### src/rtl/wb_regfile.sv
// rtl/wb_regfile.sv - MEM/WB stage register feeding a 32x32 register file with two bypassed read ports
// Entry 0 is hardwired to zero; reads forward in-flight MEM and WB results, MEM first.
module wb_regfile (
   input  logic        clk,
   input  logic        rst,
   input  logic        stall,
   input  logic        flush,
   input  logic [4:0]  mem_wd,
   input  logic        mem_wreg,
   input  logic [31:0] mem_wdata,
   input  logic        re1,
   input  logic [4:0]  raddr1,
   output logic [31:0] rdata1,
   input  logic        re2,
   input  logic [4:0]  raddr2,
   output logic [31:0] rdata2,
   output logic [4:0]  wb_wd,
   output logic        wb_wreg,
   output logic [31:0] wb_wdata
);

   logic [4:0]  wd_q,    wd_d;
   logic        wreg_q,  wreg_d;
   logic [31:0] wdata_q, wdata_d;
   logic [31:0] regs_q [32];

   // Flush wins over stall so a squashed instruction never retires.
   always_comb begin
      wd_d    = wd_q;
      wreg_d  = wreg_q;
      wdata_d = wdata_q;
      if (flush) begin
         wd_d    = 5'd0;
         wreg_d  = 1'b0;
         wdata_d = 32'h0;
      end else if (!stall) begin
         wd_d    = mem_wd;
         wreg_d  = mem_wreg;
         wdata_d = mem_wdata;
      end
   end

   always_ff @(posedge clk or negedge rst) begin
      if (!rst) begin
         wd_q    <= 5'd0;
         wreg_q  <= 1'b0;
         wdata_q <= 32'h0;
         for (int i = 0; i < 32; i++) begin
            regs_q[i] <= 32'h0;
         end
      end else begin
         wd_q    <= wd_d;
         wreg_q  <= wreg_d;
         wdata_q <= wdata_d;
         if (wreg_q && (wd_q != 5'd0)) begin
            regs_q[wd_q] <= wdata_q;
         end
      end
   end

   function automatic logic [31:0] read_port(
      input logic        rst_n_v,
      input logic        re_v,
      input logic [4:0]  addr_v,
      input logic [4:0]  m_wd_v,
      input logic        m_wreg_v,
      input logic [31:0] m_wdata_v,
      input logic [4:0]  w_wd_v,
      input logic        w_wreg_v,
      input logic [31:0] w_wdata_v,
      input logic [31:0] arr_v
   );
      logic [31:0] res;
      res = arr_v;
      if (!rst_n_v || !re_v || (addr_v == 5'd0)) begin
         res = 32'h0;
      end else if (m_wreg_v && (m_wd_v == addr_v)) begin
         res = m_wdata_v;
      end else if (w_wreg_v && (w_wd_v == addr_v)) begin
         res = w_wdata_v;
      end
      return res;
   endfunction

   always_comb begin
      rdata1 = read_port(rst, re1, raddr1, mem_wd, mem_wreg, mem_wdata,
                         wd_q, wreg_q, wdata_q, regs_q[raddr1]);
      rdata2 = read_port(rst, re2, raddr2, mem_wd, mem_wreg, mem_wdata,
                         wd_q, wreg_q, wdata_q, regs_q[raddr2]);
   end

   assign wb_wd    = wd_q;
   assign wb_wreg  = wreg_q;
   assign wb_wdata = wdata_q;

endmodule

### config.mk
export PLATFORM = sky130hd
export DESIGN_NAME = wb_regfile
export DESIGN_NICKNAME = d
export VERILOG_FILES = /design/src/rtl/wb_regfile.sv
export SDC_FILE = /design/constraint.sdc
export NUM_CORES = 2
export LEC_CHECK = 0
export CELL_PAD_IN_SITES_DETAIL_PLACEMENT = 0
export CELL_PAD_IN_SITES_GLOBAL_PLACEMENT = 2
export CORE_MARGIN = 1.5
export CORE_UTILIZATION = 51
export CTS_BUF_LIST = sky130_fd_sc_hd__clkbuf_4 sky130_fd_sc_hd__clkbuf_8 sky130_fd_sc_hd__clkbuf_16
export CTS_CLUSTER_SIZE = 30
export DETAILED_ROUTE_END_ITERATION = 10
export GPL_TIMING_DRIVEN = 0
export PLACE_DENSITY_LB_ADDON = 0.1
export SYNTH_ARGS = -nofsm -noshare
export SYNTH_HDL_FRONTEND = slang
export SYNTH_SLANG_ARGS = --single-unit
export TNS_END_PERCENT = 20
### constraint.sdc
create_clock -name clk -period 8.24 [get_ports clk]
set_input_delay 1.648 -clock clk [delete_from_list [all_inputs] [get_ports clk]]
set_output_delay 1.648 -clock clk [all_outputs]
set_load 0.02 [all_outputs]
==> reports/qor.json <==
{
  "criticalPathCategory": {"value": "in -> out"},
  "synth.ff_latch_count": {"value": 1062},
  "fp-row-count": {"value": 122},
  "hold_violations": {"value": 0},
  "nets": {"value": 3916},
  "postRouteWirelength": {"value": 225000, "unit": "um"},
  "timing.setup.tns": {"value": 0, "unit": "ns"},
  "areaGrowthSynthToFinish": {"value": 13.6, "unit": "%"},
  "total_leakage_power": {"value": 29.1, "unit": "nW"},
  "antenna_violations_before_repair": {"value": 10},
  "global_route_wire_length_before_repair": {"value": 310000, "unit": "um"},
  "port-buffer-count": {"value": 148},
  "regToRegSetupSlack": {"value": 4.84, "unit": "ns"},
  "floorplan.die.width": {"value": 338, "unit": "um"},
  "final_layout_size_suffix_gt1_frac": {"value": 0.501},
  "status": {"value": "complete, but fails checks"},
  "end_kind": {"value": "primary output"},
  "grt_setup_unrepaired": {"value": "false"},
  "combPwrFrac": {"value": 0.108},
  "maximum_number_of_pins_on_one_net_before_global_route_repair": {"value": 180},
  "number_of_global_route_vias_before_repair": {"value": 39617},
  "power_frac_clock": {"value": 0.453},
  "drt-initial-drc-count": {"value": 5146},
  "worst-path-max-fanout": {"value": 10},
  "power.share.switching": {"value": 0.258},
  "internal_power": {"value": 9.36, "unit": "mW"},
  "synth_edf_count": {"value": 0},
  "setup_viol": {"value": 0},
  "synth.avg_cell_area": {"value": 15.9, "unit": "um2"},
  "worst_slew_margin_rel": {"value": -0.00464},
  "synthesis.instances": {"value": 3588},
  "critical_path.startpoint": {"value": "raddr2[2]"},
  "floorplan.io_pins": {"value": 156},
  "crit-reg2reg-capture": {"value": "regs_q[212]"},
  "cts_root_buf": {"value": "sky130_fd_sc_hd__clkbuf_16"},
  "power.net_switching": {"value": 3.26, "unit": "mW"},
  "synth.lib_cells_used.distinct": {"value": 38},
  "clock-sinks": {"value": 1062},
  "clk_transition_reported_paths": {"value": 0.06, "unit": "ns"},
  "post_cts.repair.setup_buffers": {"value": 0},
  "timing.hold.worst.class": {"value": "reg -> reg"},
  "synth_async_sr_flop_share": {"value": 1.00},
  "worst-slew-pin-transition": {"value": 1.51, "unit": "ns"},
  "max_cap_violations": {"value": 1},
  "detail_route.drc_violations": {"value": 0},
  "clock_tree.htree_level_count": {"value": 3},
  "synth.yosys.warnings": {"value": 0},
  "setup_slack": {"value": 0.155, "unit": "ns"},
  "clock.fmax": {"value": 0.124, "unit": "GHz"},
  "post_cts_hold_buffer_count": {"value": 0},
  "period_share": {"value": 0.981},
  "reg2regPathDepth": {"value": 5},
  "violations_in_the_final_reports": {"value": "capacitance limit, slew limit"},
  "p_per_area": {"value": 195, "unit": "mW/mm2"},
  "dp_hpwl": {"value": 166000, "unit": "um"},
  "drt.antenna.violating_nets": {"value": 0},
  "crit_required": {"value": 6.59, "unit": "ns"},
  "ctsResizeCount": {"value": 0},
  "worst-endpoint-arrival": {"value": 6.44, "unit": "ns"},
  "synth_top_flop_cell": {"value": "sky130_fd_sc_hd__dfrtp_1"},
  "pwr-share-seq": {"value": 0.439},
  "multi_input_area": {"value": 0.0285, "unit": "mm2"},
  "grt_overflow_total": {"value": 0},
  "launching_point_of_the_worst_reg2reg_path": {"value": "wb_wreg"},
  "drtPass1Iterations": {"value": 6},
  "gp_congestion": {"value": 0.991},
  "irDropWorstVdd": {"value": 0.200, "unit": "mV"},
  "worst_skew_pair.late_latency": {"value": 0.74, "unit": "ns"},
  "numCtsBuffers": {"value": 118},
  "die_height": {"value": 338, "unit": "um"},
  "synthesis.area": {"value": 0.0571, "unit": "mm2"},
  "finalClockSkew": {"value": 0.0227, "unit": "ns"},
  "core_area": {"value": 0.111, "unit": "mm2"},
  "post-place-ws": {"value": 0.445, "unit": "ns"},
  "vias": {"value": 39139},
  "nFillCells": {"value": 8641},
  "holdPathEnd": {"value": "regs_q[998]"},
  "final_max_slew_viol_count": {"value": 11},
  "floorplan.die_area": {"value": 0.114, "unit": "mm2"},
  "vias_per_cell": {"value": 7.17},
  "route.detailed.wl_per_inst": {"value": 41.3, "unit": "um"},
  "final.min_clock_period": {"value": 8.08, "unit": "ns"},
  "clock_tree_from_tritoncts": {"value": "built"},
  "synth.yosys.seq_area_share": {"value": 0.465},
  "grt.total_usage": {"value": 0.399},
  "mappedNetlistNets": {"value": 3642},
  "start_util": {"value": 0.515},
  "max-clock-path-buffers": {"value": 3},
  "final-seq-area": {"value": 0.0266, "unit": "mm2"},
  "hold_start": {"value": "regs_q[998]"},
  "timing.critical_path.from_type": {"value": "input port"},
  "timing.hold.worst_path_depth": {"value": 1}
}
## cell type report
class                   count  share of cell area
diodes                      6            0.000231
inverters                   1           0.0000579
plain buffers             443              0.0317
well taps                1488              0.0287
clock buffers             184              0.0569
flip-flops and latches   1062               0.410
multi-input cells        2082               0.439
clock inverters            36             0.00797
repair buffers            154              0.0255
## kinds of logic (layout without fill, tap and decap cells)
group | count (synthesis) | after routing | share of synthesized area
mux | 1662 | 1662 | 0.452
flops | 1062 | 1062 | 0.465
buf+inv | 444 | 818 | 0.0360
simple gates | 313 | 313 | 0.0317
compound gates | 87 | 87 | 0.0121
xor+xnor | 20 | 20 | 0.00307
other cells | 0 | 6 | 0
## layer usage
layer | wire length [um] | GRT usage | share of wire
met1 | 89000 | 0.549 | 0.39
met2 | 99500 | 0.584 | 0.44
met3 | 25800 | 0.125 | 0.11
met4 | 11200 | 0.180 | 0.050
met5 | 27 | 0 | 0.00012
## power groups by stage
stage	logic, mW	registers, mW	clock network, mW
finish	1.37	5.54	5.71
global route	1.41	5.55	5.96
CTS	1.34	5.53	5.76
detailed placement	1.34	5.62	0
global placement	1.30	5.63	0
floorplan	0.730	5.57	0
## state kept, by name, indices dropped and copies added, names as in the netlist
name      count
regs_q     1024
wb_wd         5
wb_wdata     32
wb_wreg       1
## synthesized netlist by cell type (all sizes together), types with 2 or more instances
cell / number / area share
dfrtp: 1062 / 0.47
mux2: 977 / 0.19
mux4: 636 / 0.25
clkbuf: 261 / 0.017
buf: 182 / 0.019
nand3: 67 / 0.0059
nand4: 64 / 0.0070
a32oi: 62 / 0.0095
nand4b: 62 / 0.0095
nor2: 58 / 0.0038
mux2i: 49 / 0.0086
nand2: 35 / 0.0023
o21ai: 16 / 0.0014
xnor2: 12 / 0.0018
xor2: 8 / 0.0012
nand3b: 5 / 0.00066
nor3: 4 / 0.00035
nor3b: 4 / 0.00053
a21oi: 3 / 0.00026
and3: 3 / 0.00033
nor4: 2 / 0.00022
o211ai: 2 / 0.00035
or2: 2 / 0.00022
or4: 2 / 0.00026
## worst max path at each step
stage                 endpoint  slack (ns)  cells past startpoint
global route        rdata2[11]        0.27                      9
detailed placement  rdata2[29]        0.45                      9
floorplan           rdata1[14]        3.15                      7
CTS                 rdata2[29]        0.42                      9
global placement    rdata2[30]      -41.48                      7
finish              rdata2[29]        0.16                      9
## metrics by stage
| stage | std cells | util | hold slack [ns] | total power, mW | cell area (um2) |
|---|---|---|---|---|---|
| floorplan | 3588 | - | 0.441 | 6.30 | 57100 |
| global placement | 5224 | 0.546 | 0.452 | 6.92 | 60500 |
| detailed placement | 5230 | 0.547 | 0.465 | 6.96 | 60700 |
| CTS | 5450 | 0.585 | 0.480 | 12.6 | 64900 |
| global route | 5450 | 0.585 | 0.491 | 12.9 | 64900 |
| finish | 5456 | 0.585 | 0.476 | 12.6 | 64900 |
## cells in the final DEF (no fill, tap or decap), types with 6 or more instances in the layout
cell and instances:
sky130_fd_sc_hd__diode_2 6, sky130_fd_sc_hd__a32oi_1 62, sky130_fd_sc_hd__buf_2 77, sky130_fd_sc_hd__clkinv_2 17, sky130_fd_sc_hd__o21ai_0 16, sky130_fd_sc_hd__xnor2_1 12
sky130_fd_sc_hd__mux2_2 977, sky130_fd_sc_hd__xor2_1 8, sky130_fd_sc_hd__nor2_1 58, sky130_fd_sc_hd__buf_16 6, sky130_fd_sc_hd__dfrtp_1 1062, sky130_fd_sc_hd__mux4_2 636
sky130_fd_sc_hd__clkbuf_8 30, sky130_fd_sc_hd__mux2i_1 49, sky130_fd_sc_hd__nand3_1 67, sky130_fd_sc_hd__nand4_1 64, sky130_fd_sc_hd__clkbuf_4 33, sky130_fd_sc_hd__clkbuf_1 257
sky130_fd_sc_hd__clkdlybuf4s50_1 147, sky130_fd_sc_hd__clkbuf_16 121, sky130_fd_sc_hd__nand4b_1 62, sky130_fd_sc_hd__buf_4 36, sky130_fd_sc_hd__buf_6 21, sky130_fd_sc_hd__nand2_1 35
sky130_fd_sc_hd__bufinv_16 12, sky130_fd_sc_hd__buf_1 48
## critical path: stages
cell,delay (ns)
sky130_fd_sc_hd__clkdlybuf4s50_1,0.74
sky130_fd_sc_hd__buf_2,0.46
sky130_fd_sc_hd__clkbuf_1,0.82
sky130_fd_sc_hd__buf_2,0.65
sky130_fd_sc_hd__mux4_2,0.47
sky130_fd_sc_hd__mux4_2,0.53
sky130_fd_sc_hd__nand4b_1,0.15
sky130_fd_sc_hd__nand3_1,0.29
sky130_fd_sc_hd__clkdlybuf4s50_1,0.64
Power figures use the tool's default switching activity.
